<file path="src/rtl/vga_timing_ctrl.sv">
// 640x480@60 VGA raster timing generator and blanked RGB565 output stage.
// Emits pixel coordinates one cycle ahead of display to match a registered pixel source.
module vga_timing_ctrl #(
  parameter int unsigned H_SYNC   = 96,
  parameter int unsigned H_BACK   = 40,
  parameter int unsigned H_LEFT   = 8,
  parameter int unsigned H_VALID  = 640,
  parameter int unsigned H_RIGHT  = 8,
  parameter int unsigned H_FRONT  = 8,
  parameter int unsigned H_TOTAL  = 800,
  parameter int unsigned V_SYNC   = 2,
  parameter int unsigned V_BACK   = 25,
  parameter int unsigned V_TOP    = 8,
  parameter int unsigned V_VALID  = 480,
  parameter int unsigned V_BOTTOM = 8,
  parameter int unsigned V_FRONT  = 2,
  parameter int unsigned V_TOTAL  = 525
) (
  input  logic        vga_clk,
  input  logic        sys_rst_n,
  input  logic [15:0] pix_data,
  output logic [9:0]  pix_x,
  output logic [9:0]  pix_y,
  output logic        hsync,
  output logic        vsync,
  output logic        rgb_valid,
  output logic [15:0] rgb,
  output logic        frame_start
);

  localparam int unsigned HSum  = H_SYNC + H_BACK + H_LEFT + H_VALID + H_RIGHT + H_FRONT;
  localparam int unsigned VSum  = V_SYNC + V_BACK + V_TOP + V_VALID + V_BOTTOM + V_FRONT;
  localparam int unsigned H_ACT = H_SYNC + H_BACK + H_LEFT;
  localparam int unsigned V_ACT = V_SYNC + V_BACK + V_TOP;

  localparam logic [9:0] HSyncEnd = 10'(H_SYNC);
  localparam logic [9:0] HActLo   = 10'(H_ACT);
  localparam logic [9:0] HActHi   = 10'(H_ACT + H_VALID);
  localparam logic [9:0] HReqLo   = 10'(H_ACT - 1);
  localparam logic [9:0] HReqHi   = 10'(H_ACT + H_VALID - 1);
  localparam logic [9:0] HLast    = 10'(H_TOTAL - 1);
  localparam logic [9:0] VSyncEnd = 10'(V_SYNC);
  localparam logic [9:0] VActLo   = 10'(V_ACT);
  localparam logic [9:0] VActHi   = 10'(V_ACT + V_VALID);
  localparam logic [9:0] VLast    = 10'(V_TOTAL - 1);

  if ((HSum != H_TOTAL) || (VSum != V_TOTAL)) begin : g_bad_params
    $error("vga_timing_ctrl: H_TOTAL/V_TOTAL do not match the sum of their segments");
  end

  logic [9:0] cnt_h_q, cnt_h_d;
  logic [9:0] cnt_v_q, cnt_v_d;
  logic       frame_start_q, frame_start_d;
  logic       h_end, v_end;
  logic       h_act, v_act, h_req, pix_data_req;

  always_comb begin
    h_end         = (cnt_h_q == HLast);
    v_end         = (cnt_v_q == VLast);
    cnt_h_d       = h_end ? 10'd0 : cnt_h_q + 10'd1;
    cnt_v_d       = cnt_v_q;
    if (h_end) begin
      cnt_v_d = v_end ? 10'd0 : cnt_v_q + 10'd1;
    end
    // Asserted during the first cycle of the new frame, i.e. after both counters wrap.
    frame_start_d = h_end && v_end;
  end

  always_ff @(posedge vga_clk or negedge sys_rst_n) begin
    if (!sys_rst_n) begin
      cnt_h_q       <= 10'd0;
      cnt_v_q       <= 10'd0;
      frame_start_q <= 1'b0;
    end else begin
      cnt_h_q       <= cnt_h_d;
      cnt_v_q       <= cnt_v_d;
      frame_start_q <= frame_start_d;
    end
  end

  always_comb begin
    hsync        = (cnt_h_q < HSyncEnd);
    vsync        = (cnt_v_q < VSyncEnd);
    h_act        = (cnt_h_q >= HActLo) && (cnt_h_q < HActHi);
    v_act        = (cnt_v_q >= VActLo) && (cnt_v_q < VActHi);
    // Request window leads the display window by one cycle.
    h_req        = (cnt_h_q >= HReqLo) && (cnt_h_q < HReqHi);
    rgb_valid    = h_act && v_act;
    pix_data_req = h_req && v_act;
    pix_x        = pix_data_req ? (cnt_h_q - HReqLo) : 10'h3FF;
    pix_y        = pix_data_req ? (cnt_v_q - VActLo) : 10'h3FF;
    rgb          = rgb_valid ? pix_data : 16'h0000;
  end

  assign frame_start = frame_start_q;

endmodule

</file>
<file path="config.mk">
export PLATFORM = sky130hd
export DESIGN_NAME = vga_timing_ctrl
export DESIGN_NICKNAME = d
export VERILOG_FILES = /design/src/rtl/vga_timing_ctrl.sv
export SDC_FILE = /design/constraint.sdc
export NUM_CORES = 1
export LEC_CHECK = 0
export ABC_AREA = 1
export BUFFER_PORTS_ARGS = -buffer_cell sky130_fd_sc_hd__buf_2
export CAP_MARGIN = 20
export CORE_MARGIN = 1.5
export CORE_UTILIZATION = 35
export DETAILED_ROUTE_END_ITERATION = 10
export SYNTH_ARGS = -nofsm -noshare
export SYNTH_HDL_FRONTEND = slang
export SYNTH_SLANG_ARGS = --single-unit
</file>
<file path="constraint.sdc">
create_clock -name vga_clk -period 3.4 [get_ports vga_clk]
set_input_delay 0.17 -clock vga_clk [delete_from_list [all_inputs] [get_ports vga_clk]]
set_output_delay 0.17 -clock vga_clk [all_outputs]
set_load 0.01 [all_outputs]
</file>
# After elaboration in Yosys (flattened, before gate mapping)
# Cells that the tools add are included.
# op_classes
addsub	4
n_mux	5
order_cmp	8
n_eq_ne	2
n_mul	0
div	0
reduce_logical	6
n_bitwise	0
shift	0
# ops
operator	count
10-bit two-way mux	4
10-bit < comparator, second input constant	3
10-bit by 1-bit adder with 10-bit output, second input constant	2
10-bit == test, second input constant	2
10-bit by 8-bit >= comparator with 1-bit output, second input constant	2
16-bit two-way mux	1
10-bit by 6-bit >= comparator with 1-bit output, second input constant	1
10-bit by 2-bit < comparator with 1-bit output, second input constant	1
10-bit by 7-bit < comparator with 1-bit output, second input constant	1
10-bit by 6-bit subtractor with 10-bit output, second input constant	1
10-bit by 8-bit subtractor with 10-bit output, second input constant	1
1-bit logical AND	6
# totals
romBits	0
output_inout_bits	40
latch_bits	0
wordCells	28
ram_bits	0
in_bits	18
ff_bits	21
mem_count	0

# Depth between registers and ports, before layout
# depth
word_depth	4
mapped_depth	10
depth_no_buf	9

# Worst setup path before layout
# OpenSTA, ideal clock, no wires.
# synth_timing
path_kind	register to output
from	register cnt_v_q[0]
to	output port pix_x[0]
t_arrival_ns	1.495
t_required_ns	3.230
setup_slack_ns	1.735
n_path_buf	1
stages_incl_launch_ff	9
path_cell_list	dfrtp_1 -> ha_1 -> inv_1 -> nand3_2 -> o21bai_4 -> nand2_2 -> nor2_4 -> buf_12 -> nand2_2
# synth_via
elab_chain_len	4
word_cells_on_any_way	5
classes_between	2 x order compare; 1 x mux; 2 x reduce/logical
# synth_lines
item	line	source
from (decl)	52	logic [9:0] cnt_v_q, cnt_v_d;
from (signal assigned)	76	cnt_v_q <= cnt_v_d;
10-bit by 6-bit >= comparator with 1-bit output / 10-bit < comparator (equally long branches)	85	v_act = (cnt_v_q >= VActLo) && (cnt_v_q < VActHi);
1-bit logical AND (*)	85	
1-bit logical AND (*)	89	pix_data_req = h_req && v_act;
10-bit two-way mux (*)	90	pix_x = pix_data_req ? (cnt_h_q - HReqLo) : 10'h3FF;
to (decl)	22	output logic [9:0] pix_x,
# Every way passes the cells marked *; elsewhere a longest branch is shown, timed or not.

# Final worst setup path
# layout_timing
from	register cnt_v_q[0]
to	output port pix_x[9]
# The elaborated chain is that of the path after synthesis.

==> flow_summary.toml <==
[synth]
synthDominantCellAreaShare_pct = 25.0
postSynthRegisterBits = 21
ys_types = 30
postSynthCellCount = 300
synth_area_leaders = "sky130_fd_sc_hd__dfrtp_1, sky130_fd_sc_hd__nand2_1, sky130_fd_sc_hd__inv_1, sky130_fd_sc_hd__nand2_2, sky130_fd_sc_hd__nor2_4"
ys_seq_area_share_pct = 25.0
syn_area_mm2 = 0.00210
syn-num-nets = 322
syn-mean-instance-area_um2 = 7.00
synth-edff-count = 0
synth_top_cell_by_area = "sky130_fd_sc_hd__dfrtp_1"
ys_warnings = 0
synth_async_sr_flop_share_pct = 100
synth_ff_type = "sky130_fd_sc_hd__dfrtp_1"

[power]
internal_power_uw = 341
power.share.sequential_pct = 55.4
vdd_drop_max_v = 0.0000952
power_frac_comb_pct = 4.8
switching_power_uw = 109
reported_leakage_power_uw = 0.00136
pwr-share-clk_pct = 39.8
power.switching_fraction_pct = 24.3
power.density_mw_per_mm2 = 185
totalPowerFinal_uw = 450

[critical_path]
worst-setup-path-type = "flop to primary output"
crit_fanout = 20
required_ps = 3230
arrival_ps = 2360
startpoint_type = "flop"
cp-startpoint = "cnt_v_q[0]$_DFFE_PN0P_"
critical_path.endpoint_type = "primary output"
r2r-start = "cnt_h_q[0]$_DFF_PN0_"

[clock_tree]
path_clk_slew_ps = 90
cts_sinks = 21
cts_made_buffers = 3
cts_root_buf = "sky130_fd_sc_hd__clkbuf_8"
cts_tree = "built"
post_cts_buffers = 0
cts.htree.levels = 1
clock_path_buffers = 2
clock_insertion_delay_worst_skew_ps = 270

[drt]
postRouteAntennaNets = 0
detailroute.via_count = 1959
via_count_normalized_by_instance_count = 4.57
detail_route.wirelength_mm = 4.64
average_routed_wire_per_standard_cell_um = 10.8
detail_route.first_pass.iterations = 4
drt_iter0_markers = 81
drc = 0

[timing]
post-route-min-period_ps = 2530
finClkSkew_ps = 6.49
finalHoldViolations = 0
worst_hold_slack_ps = 386
timing.final.max_slew_violations = 0
grt_setup_unrepaired = "false"
summed_negative_setup_slack_over_all_endpoints_ps = 0
setup_viol = 0
fmax_mhz = 395
timing.final.crit_share_pct = 74.4
worst_pin_slew_ps = 739
timing.max_slew.rel_slack_pct = 50.6

[place]
place_hpwl_mm = 3.59
numPortBuffers = 57
finalWeightedCongestion = 0.850

[global_routing]
grt_antenna_before_repair = 0
grt_pass1_wl_mm = 7.66
globalRouteTotalUtil_pct = 15.1
grt_overflow = 0
grt_pass1_vias = 1757
grt_start_max_net_pins = 22

[floorplanning]
fp.dieArea_mm2 = 0.00648
die_width_um = 80.5
initial_core_util_pct = 35.9
die_height_um = 80.5
rows = 28
io_pins = 58
core_area_mm2 = 0.00585

[status]
run_status = "completed"

[finish]
proportion_of_layout_cells_with_a_drive_suffix_above_1_pct = 34.5
fill_cells = 632
nNetsFinal = 377
utilization_pct = 41.5
flow.area_growth_from_synthesis_pct = 15.5
antenna_cells = 0

[flow_run]
cap_viol_max_count = 0

[min_path]
worst_hold_path_type = "primary input to async pin"
[area by class of cell]
cell class              count  area (um2)  share of cell area (%)
inverters                  56         216                    8.92
clock inverters             1        5.00                   0.206
flip-flops and latches     21         526                    21.7
multi-input cells         215        1250                    51.5
well taps                  75        93.8                    3.87
repair buffers             58         295                    12.2
clock buffers               3        41.3                    1.70
[logic make-up (layout without fill, tap and decap cells)]
logic type / count (synthesis) / after routing / share of synthesized area, %
AOI/OAI and AO/OA: 12 / 12 / 3.51
xor gates and xnor gates: 12 / 12 / 5.00
adders and majority gates: 4 / 4 / 2.38
buffers and inverters: 64 / 118 / 15.5
DFF: 21 / 21 / 25.0
and+or+nand+nor: 187 / 187 / 48.5
[flip-flops by register name, summed over array words and instances (netlist names)]
signal       cells
cnt_h_q         10
frame_start      1
cnt_v_q         10
[cells in the final DEF, fill, tap and decap left out, types with 2 or more instances in the layout]
cell type	netlist	routed
sky130_fd_sc_hd__a21oi_1	3	3
sky130_fd_sc_hd__inv_1	46	46
sky130_fd_sc_hd__clkbuf_8	0	3
sky130_fd_sc_hd__o21ai_1	3	3
sky130_fd_sc_hd__nor2_1	37	37
sky130_fd_sc_hd__nand2_2	27	27
sky130_fd_sc_hd__o21ai_0	5	5
sky130_fd_sc_hd__nand3_1	24	24
sky130_fd_sc_hd__nor2_4	13	13
sky130_fd_sc_hd__inv_2	7	7
sky130_fd_sc_hd__clkinv_2	1	2
sky130_fd_sc_hd__xor2_1	11	11
sky130_fd_sc_hd__nand3_2	3	3
sky130_fd_sc_hd__nor3_1	3	3
sky130_fd_sc_hd__nand3_4	2	2
sky130_fd_sc_hd__ha_1	4	4
sky130_fd_sc_hd__nand2_4	2	2
sky130_fd_sc_hd__nand2_1	65	65
sky130_fd_sc_hd__nand4_1	6	6
sky130_fd_sc_hd__nor2_2	2	2
sky130_fd_sc_hd__dfrtp_1	21	21
sky130_fd_sc_hd__buf_2	1	57
[timing repair]
| item | in CTS | in global routing |
|---|---|---|
| endpoints found under the setup margin | 0 | 0 |
| gates resized for setup | 0 | 0 |
| hold buffers | 1 | 0 |
| endpoints found under the hold margin | 21 | 0 |
[power groups by stage]
stage          sequential (uW)  combinational (uW)  clock (uW)
2_1_floorplan              255                6.57           0
3_3_place_gp               254                20.9           0
3_5_place_dp               254                21.2           0
4_1_cts                    250                22.2         183
5_1_grt                    250                25.0         190
6_report                   250                21.4         179
[per-layer routing]
| metal | GRT usage (%) | vias to the layer above | share of wire, % |
|---|---|---|---|
| met3 | 1.48 | 7 | 6.2 |
| met2 | 26.1 | 71 | 46 |
| li1 | - | 1012 | - |
| met1 | 19.1 | 869 | 46 |
| met5 | 0 | - | 0 |
| met4 | 6.03 | 0 | 1.9 |
[Yosys cell counts (2+ instances only)]
| master | count |
|---|---|
| sky130_fd_sc_hd__nand2_4 | 2 |
| sky130_fd_sc_hd__xor2_1 | 11 |
| sky130_fd_sc_hd__nand3_4 | 2 |
| sky130_fd_sc_hd__nand2_1 | 65 |
| sky130_fd_sc_hd__ha_1 | 4 |
| sky130_fd_sc_hd__buf_6 | 4 |
| sky130_fd_sc_hd__nor2_1 | 37 |
| sky130_fd_sc_hd__inv_2 | 7 |
| sky130_fd_sc_hd__nand4_1 | 6 |
| sky130_fd_sc_hd__nand2_2 | 27 |
| sky130_fd_sc_hd__o21ai_0 | 5 |
| sky130_fd_sc_hd__dfrtp_1 | 21 |
| sky130_fd_sc_hd__inv_1 | 46 |
| sky130_fd_sc_hd__o21ai_1 | 3 |
| sky130_fd_sc_hd__nand3_1 | 24 |
| sky130_fd_sc_hd__buf_12 | 3 |
| sky130_fd_sc_hd__nor2_2 | 2 |
| sky130_fd_sc_hd__a21oi_1 | 3 |
| sky130_fd_sc_hd__nand3_2 | 3 |
| sky130_fd_sc_hd__nor3_1 | 3 |
| sky130_fd_sc_hd__nor2_4 | 13 |
[critical path, stage by stage (launching register included)]
cell and delay [ps]:
sky130_fd_sc_hd__dfrtp_1 470, sky130_fd_sc_hd__ha_1 280, sky130_fd_sc_hd__inv_1 140, sky130_fd_sc_hd__nand3_2 110, sky130_fd_sc_hd__o21bai_4 160, sky130_fd_sc_hd__nand2_2 80
sky130_fd_sc_hd__nor2_4 600, sky130_fd_sc_hd__nand2_2 80, sky130_fd_sc_hd__buf_2 170
[stage by stage]
stage          instances  cell area [um2]  setup slack, ps
6_report             429             2430              869
5_1_grt              429             2430              673
4_1_cts              429             2430              816
3_5_place_dp         424             2370             1120
3_3_place_gp         424             2370             1160
2_1_floorplan        300             2100             1730
[final timing paths]
path / to / slack [ps] / cells after the start
min: frame_start$_DFF_PN0_ / 390 / 2
min reg2reg: cnt_h_q[2]$_DFF_PN0_ / 540 / 1
min in group vga_clk: cnt_h_q[2]$_DFF_PN0_ / 540 / 1
max: pix_x[9] / 870 / 8
max in group asynchronous: cnt_v_q[5]$_DFFE_PN0P_ / 2680 / 2
max reg2reg: cnt_v_q[2]$_DFFE_PN0P_ / 1750 / 7
No activity file was read; power rests on OpenSTA's default activity.
